### src/rtl/t_inst_ab.sv
// t_inst_ab: pass-through, inverted and one-cycle registered paths, plus trace-only inputs.
module t_inst_ab (
   input  logic          clk,
   input  logic          reset,
   input  logic [4:0]    i_w5,
   input  logic [39:0]   i_w40,
   input  logic [103:0]  i_w104,
   input  logic          i_seq,
   input  logic          i_com,
   input  logic [15:14]  i2_com,
   input  logic [127:0]  wide_for_trace,
   input  logic [127:0]  wide_for_trace_2,
   output logic [4:0]    o_w5,
   output logic [4:0]    o_w5_d1r,
   output logic [39:0]   o_w40,
   output logic [103:0]  o_w104,
   output logic          o_seq_d1r,
   output logic          o_com,
   output logic [15:14]  o2_com
);
   logic [4:0] r_w5;
   logic       r_seq;
   logic       w_unused_trace;
   always_ff @(posedge clk) begin
      if (reset) begin
         r_w5  <= '0;
         r_seq <= 1'b0;
      end else begin
         r_w5  <= i_w5;
         r_seq <= ~i_seq;
      end
   end
   assign o_w5      = i_w5;
   assign o_w40     = i_w40;
   assign o_w104    = i_w104;
   assign o_w5_d1r  = r_w5;
   assign o_seq_d1r = r_seq;
   assign o_com     = ~i_com;
   assign o2_com    = ~i2_com;
   // trace vectors stay on the port list for waveform visibility only
   assign w_unused_trace = ^{wide_for_trace, wide_for_trace_2};
endmodule

### config.mk
export PLATFORM = sky130hd
export DESIGN_NAME = t_inst_ab
export DESIGN_NICKNAME = d
export VERILOG_FILES = /design/src/rtl/t_inst_ab.sv
export SDC_FILE = /design/constraint.sdc
export NUM_CORES = 1
export LEC_CHECK = 0
export CORE_AREA = 5 5 217 219
export DETAILED_ROUTE_END_ITERATION = 10
export DIE_AREA = 0 0 222 224
export HOLD_SLACK_MARGIN = 0.15
export PLACE_DENSITY = 0.35
export SKIP_CTS_REPAIR_TIMING = 1
export SYNTH_ARGS = -nofsm -noshare
export SYNTH_HDL_FRONTEND = slang
export SYNTH_SLANG_ARGS = --single-unit
### constraint.sdc
create_clock -name clk -period 0.8 [get_ports clk]
set_clock_uncertainty 0.05 [all_clocks]
set_input_delay 0.12 -clock clk [delete_from_list [all_inputs] [get_ports clk]]
set_output_delay 0.12 -clock clk [all_outputs]
set_load 0.01 [all_outputs]
=== Yosys cells after proc, flatten, opt, wreduce, memory -nomap -nowiden ===
Cells that the tools add are included.

* Register bits: 6
* Input bits: 411
* Output and inout bits: 158
* Logic and storage cells: 5

* Bitwise logic cells: 3

{| class="wikitable"
|+ Operators by type and width
! kind !! count
|-
| 1-bit NOT || 2
|-
| 2-bit NOT || 1
|}

=== Logic depth before layout (Yosys ltp) ===
Gate-level depths: netlist of the first run.

* Depth in word-level cells: 1
* Depth in mapped cells: 1
* Gate-level depth less buffers: 1

=== Worst setup path before layout of the first run ===
Ideal clock, no wire load.

* Path kind: register -> output
* From: register r_seq, in the netlist o_seq_d1r
* To: output o_seq_d1r
* Data arrival time: 0.331 ns
* Required time: 0.630 ns
* Slack: 0.299 ns
* Cell stages (with the launch flop): 1
* Buffers on the path: 0
* Path through: dfxtp_1

{| class="wikitable"
|+ RTL lines
! element !! RTL line !! RTL
|-
| start, declared || 22 || <nowiki>logic r_seq;</nowiki>
|-
| start signal, assigned || 30 || <nowiki>r_seq <= ~i_seq;</nowiki>
|-
| end, declared || 17 || <nowiki>output logic o_seq_d1r,</nowiki>
|}

No word-level cell between the ends.

=== Worst setup path in the final report of the first run ===
* From: register r_seq, in the netlist o_seq_d1r
* To: output o_seq_d1r

No word-level cell between the ends.

==> impl_metrics.tcl, run 1 <==
set metrics [dict create \
    status "finished with violations" \
    violations "negative setup slack" \
    clockPowerShare 0.637 \
    dp_cells 639 \
    yosysWarnings 0 \
    required_ns 0.63 \
    wl_per_cell_um 5.07 \
    p_sw_frac 0.171 \
    hold_viol 0 \
    synth_top_cell_area_share 0.870 \
    syn_area_um2 1280 \
    wirelength_um 3260 \
    grt_max_degree 7 \
    root_buffer "clkbuf_16" \
    period_minus_slack_ns 0.815 \
    drive_above_1_share 0.452 \
    grt.total_usage 0.0112 \
    path_class "reg -> out" \
    grt_pass1_wl_um 3880 \
    viasPerCell 0.706 \
    via_count 453 \
    grt_pass1_vias 497 \
    power_frac_seq 0.258 \
    ant_nets 0 \
    startpoint_type "flip-flop" \
    crit_fanout 1 \
    worstPathCellList "buf_6" \
    numClockSinks 6 \
    drt_iter0_markers 4 \
    hold_depth 2 \
    grt_antenna_before_repair 0 \
    worst_slack_ns -0.0153 \
    worstPathArrival_ns 0.65 \
    fin_cells 642 \
    hpwl_um 2710 \
    ios 569 \
    rsz0062_at_grt "yes" \
    min-delay-start "i_w5[2]" \
    die-width_um 222 \
    min_path_type "in -> reg" \
    synth_cell_types 5 \
    fmax_mhz 1230 \
    crit_buf_inv 1 \
    whs_endpoint "o_w5_d1r[2]$_SDFF_PP0_" \
    critPathTopFamily "flip-flops" \
    yosys.area.top_type "buf_4" \
    fin_crit_sh 1.02 \
    vdd_drop_max_uv 1020 \
    critPathSlowestCell "dfxtp_2" \
    drcViolationCount 0 \
    drt_first_pass_iters 2 \
    die_y_um 224 \
    die_area_um2 49700 \
    antenna_cells 0 \
    hold_slack_ns 0.0990 \
    setup_viol 6 \
    p_switching_uw 214 \
    slew_headroom 0.852 \
    comb_power_share 0.105 \
    synthesis.nets 575 \
    clkSlewWorstSetupHoldPaths_ns 0.03 \
    power.leakage_nw 0.302 \
    design.core.area_um2 44900 \
    slew_viol_final 0 \
    cp-end-kind "output pin" \
    finish.net_count 455 \
    numCtsBuffers 3 \
    start_util 0.0286 \
    critical-path-max-stage-delay_ns 0.31 \
    syn_area_per_cell_um2 7.84 \
    num_rows 78 \
    ys_seq_area_frac 0.0935 \
    syn-instance-count 164 \
    port_buffers 24 \
    syn2layout_area_growth_pct -5.65 \
    gp_congestion 0.573 \
    ctsLongestPathBuffers 2 \
    synthTopCellsByArea "buf_4, dfxtp_1, nor2b_1" \
    worst_slew_pin_slew_ns 0.222 \
    cts_tree "done" \
    cts_htree_levels 1 \
    grt_overflow 0 \
    synth_seq_cells 6 \
    power_density_nw_per_um2 1030 \
    drv_cap 0 \
    intPower_mw 1.04 \
]
==> stage by stage <==
stage               setup TNS [ns]  utilization  setup WS (ns)  cell area, µm²  total power, mW
finish                     -0.0616       0.0270        -0.0153            1210             1.25
global route                -0.185       0.0270        -0.0399            1210             1.30
CTS                          -6.67       0.0275         -0.555            1230             1.30
detailed placement           -6.21       0.0258         -0.556            1160            0.491
global placement             -6.25       0.0258         -0.556            1160            0.494
floorplan                        0            -          0.299            1280             1.12
==> registers in the layout (all words and copies together) (netlist names) <==
| signal | count |
|---|---|
| o_w5_d1r | 5 |
| o_seq_d1r | 1 |
==> worst max-delay path by stage <==
stage / from / endpoint / slack (ns) / cells after the start
after CTS: i2_com[15] / o2_com[15] / -0.56 / 3
after detailed placement: i2_com[15] / o2_com[15] / -0.56 / 3
after global placement: i2_com[15] / o2_com[15] / -0.56 / 3
after floorplan: o_seq_d1r$_SDFF_PP0_ / o_seq_d1r / 0.30 / 0
final: o_seq_d1r$_SDFF_PP0_ / o_seq_d1r / -0.02 / 1
after global routing: o_w5_d1r[0]$_SDFF_PP0_ / o_w5_d1r[0] / -0.04 / 1
==> layer usage <==
metal | global-route usage | routed length [µm] | up-vias
li1 | - | - | 97
met1 | 0.00166 | 282 | 138
met2 | 0.0121 | 1080 | 134
met3 | 0.0190 | 1250 | 84
met4 | 0.0237 | 644 | 0
met5 | 0 | 0 | -
==> cells in the final DEF, fill, tap and decap left out <==
cell type,n
nor2b_1,5
dlymetal6s2s_1,9
clkbuf_2,1
clkdlybuf4s50_1,2
buf_2,9
buf_6,3
dfxtp_2,3
dfxtp_1,3
inv_1,3
clkbuf_16,3
nor2_1,1
==> cells in the mapped netlist <==
master / number
dfxtp_1: 6
nor2_1: 1
buf_4: 149
nor2b_1: 5
inv_1: 3
==> layout make-up <==
class	instances	area (µm²)
clock buffers	3	75.1
well taps	600	751
flip-flops and latches	6	124
inverters	3	11.3
fillers	5393	43700
multi-input cells	6	35.0
repair buffers	24	216
==> power groups by stage <==
stage,clock (mW),sequential (mW),combinational [mW]
4_1_cts,0.808,0.321,0.167
3_3_place_gp,0,0.326,0.168
3_5_place_dp,0,0.326,0.166
2_1_floorplan,0,0.334,0.784
6_report,0.797,0.324,0.131
5_1_grt,0.825,0.326,0.146
==> kinds of logic after synthesis <==
| logic type | count (synthesis) | share of synthesized area |
|---|---|---|
| buffers and inverters | 152 | 0.879 |
| AND/OR/NAND/NOR | 6 | 0.0273 |
| flip-flops | 6 | 0.0935 |
(Power assumes the default switching activity.)
==> inputs of run 2 (changes only) <==
--- a/config.mk
+++ b/config.mk
@@ -11,6 +11,7 @@
 export HOLD_SLACK_MARGIN = 0.15
 export PLACE_DENSITY = 0.35
 export SKIP_CTS_REPAIR_TIMING = 1
+export SKIP_LAST_GASP = 1
 export SYNTH_ARGS = -nofsm -noshare
 export SYNTH_HDL_FRONTEND = slang
 export SYNTH_SLANG_ARGS = --single-unit
==> results of run 2 <==
Same layout as run 1: the final DEF is identical, and so are final timing and power.
==> inputs of run 3 (changes only) <==
--- a/config.mk
+++ b/config.mk
@@ -8,10 +8,12 @@
 export CORE_AREA = 5 5 217 219
 export DETAILED_ROUTE_END_ITERATION = 10
 export DIE_AREA = 0 0 222 224
+export GPL_TIMING_DRIVEN = 0
 export HOLD_SLACK_MARGIN = 0.15
-export PLACE_DENSITY = 0.35
+export PLACE_DENSITY_LB_ADDON = 0.05
 export SKIP_CTS_REPAIR_TIMING = 1
 export SKIP_LAST_GASP = 1
 export SYNTH_ARGS = -nofsm -noshare
 export SYNTH_HDL_FRONTEND = slang
 export SYNTH_SLANG_ARGS = --single-unit
+export TNS_END_PERCENT = 30
==> run 3 against run 2 <==
Against the previous run:
- the run still ends with negative setup slack left
- sequential share of layout area down 6.9 points
- fmax down 11%
- final cell count up 46%
- global-route usage up 1.7 points
- sequential cell count unchanged
- hold slack better by 0.0035 ns
- die area unchanged
- critical path type is now in -> out
- highest routed layer unchanged
==> impl_metrics.tcl, run 3 (synthesis results as in run 1) <==
set metrics [dict create \
    status "finished with violations" \
    violations "negative setup slack" \
    drt_iter0_markers 5 \
    worst_slack_ns -0.112 \
    seq_area_um2 128 \
    die_y_um 224 \
    vdd_drop_max_uv 466 \
    grt.total_usage 0.0285 \
    power_density_nw_per_um2 721 \
    ctsLongestPathBuffers 2 \
    whs_endpoint "o_w5_d1r[1]$_SDFF_PP0_" \
    drcViolationCount 0 \
    start_util 0.0286 \
    antenna_cells 0 \
    fmax_mhz 1100 \
    root_buffer "clkbuf_16" \
    wl_per_cell_um 8.75 \
    multiInputGateArea_um2 35.0 \
    hold_depth 2 \
    ios 569 \
    n_fill_cell 5301 \
    final_common_cell "buf_4" \
    layout_common_cells "buf_4, clkdlybuf4s50_1, dlymetal6s2s_1" \
    grt_overflow 0 \
    cp-end-kind "output pin" \
    slew_viol_final 0 \
    critical-path-max-stage-delay_ns 0.55 \
    wirelength_um 8180 \
    ant_nets 0 \
    worstPathCellList "buf_4, clkdlybuf4s50_1" \
    dp_cells 932 \
    design.core.area_um2 44900 \
    fin_cells 935 \
    gp_congestion 0.638 \
    required_ns 0.63 \
    worstPathArrival_ns 0.74 \
    period_minus_slack_ns 0.912 \
    clkSlewWorstSetupHoldPaths_ns 0.03 \
    power_mw 2.81 \
    crit_fanout 1 \
    hold_viol 0 \
    largest_reg_flops 5 \
    finish.net_count 748 \
    min_path_type "in -> reg" \
    syn2layout_area_growth_pct 203 \
    drive_above_1_share 0.516 \
    startpoint_type "primary input" \
    num_rows 78 \
    cts_htree_levels 1 \
    grt_pass1_wl_um 10900 \
    drv_cap 0 \
    slew_headroom 0.821 \
    critPathTopFamily "buffers and inverters" \
    port_buffers 168 \
    numClockSinks 6 \
    die_area_um2 49700 \
    path_class "in -> out" \
    fin_crit_sh 1.14 \
    grt_max_degree 7 \
    die-width_um 222 \
    numCtsBuffers 3 \
    grt_pass1_vias 1715 \
    critPathSlowestCell "clkdlybuf4s50_1" \
    setup_viol 115 \
    via_count 1480 \
    hpwl_um 7920 \
    power.leakage_nw 1.90 \
    cts_tree "done" \
    min-delay-start "i_w5[1]" \
    rsz0062_at_grt "yes" \
    viasPerCell 1.58 \
    crit_buf_inv 2 \
    drt_first_pass_iters 2 \
    hold_slack_ns 0.102 \
    grt_antenna_before_repair 0 \
    worst_slew_pin_slew_ns 0.268 \
]
run 3: changes by cell type in the layout (fill, tap and decap cells not counted), sizes merged:
cell and change:
buf +149, clkbuf +1, clkdlybuf4s50 +109, dlymetal6s2s +34
run 3: how the worst max path moves through the flow:
stage,startpoint,to,slack [ns],cells past startpoint
6_report,i_w104[88],o_w104[88],-0.11,2
5_1_grt,i_w104[63],o_w104[63],-0.12,2
4_1_cts,i_w5[2],o_w5[2],-0.66,3
3_5_place_dp,i_w5[2],o_w5[2],-0.65,3
3_3_place_gp,i_w5[4],o_w5[4],-0.65,3
2_1_floorplan,o_seq_d1r$_SDFF_PP0_,o_seq_d1r,0.30,0
run 3: through the flow:
| stage | utilization | TNS (ns) | area (µm²) | setup WS, ns |
|---|---|---|---|---|
| 2_1_floorplan | - | 0 | 1280 | 0.299 |
| 5_1_grt | 0.0868 | -11.79 | 3890 | -0.123 |
| 3_5_place_dp | 0.0828 | -22.37 | 3720 | -0.652 |
| 6_report | 0.0868 | -10.05 | 3890 | -0.112 |
| 4_1_cts | 0.0845 | -22.64 | 3790 | -0.661 |
| 3_3_place_gp | 0.0828 | -23.69 | 3720 | -0.651 |
run 3: layer usage:
layer,GRT usage,wire [µm],vias to the layer above
li1,-,-,682
met1,0.0211,1900,632
met2,0.0615,4950,158
met3,0.0162,1230,8
met4,0.00577,103,0
met5,0,0,-
run 3: power breakdown:
part	internal (mW)	switching, mW
sequential	0.320	0.00706
combinational	1.14	0.523
clock	0.642	0.174
total	2.10	0.704
run 3: area by class of cell:
type,count,share of cell area
timing repair buffer,168,0.456
buffer,149,0.287
tap,600,0.193
sequential,6,0.0328
clock buffer,3,0.0193
multi-input combinational,6,0.00899
inverter,3,0.00289
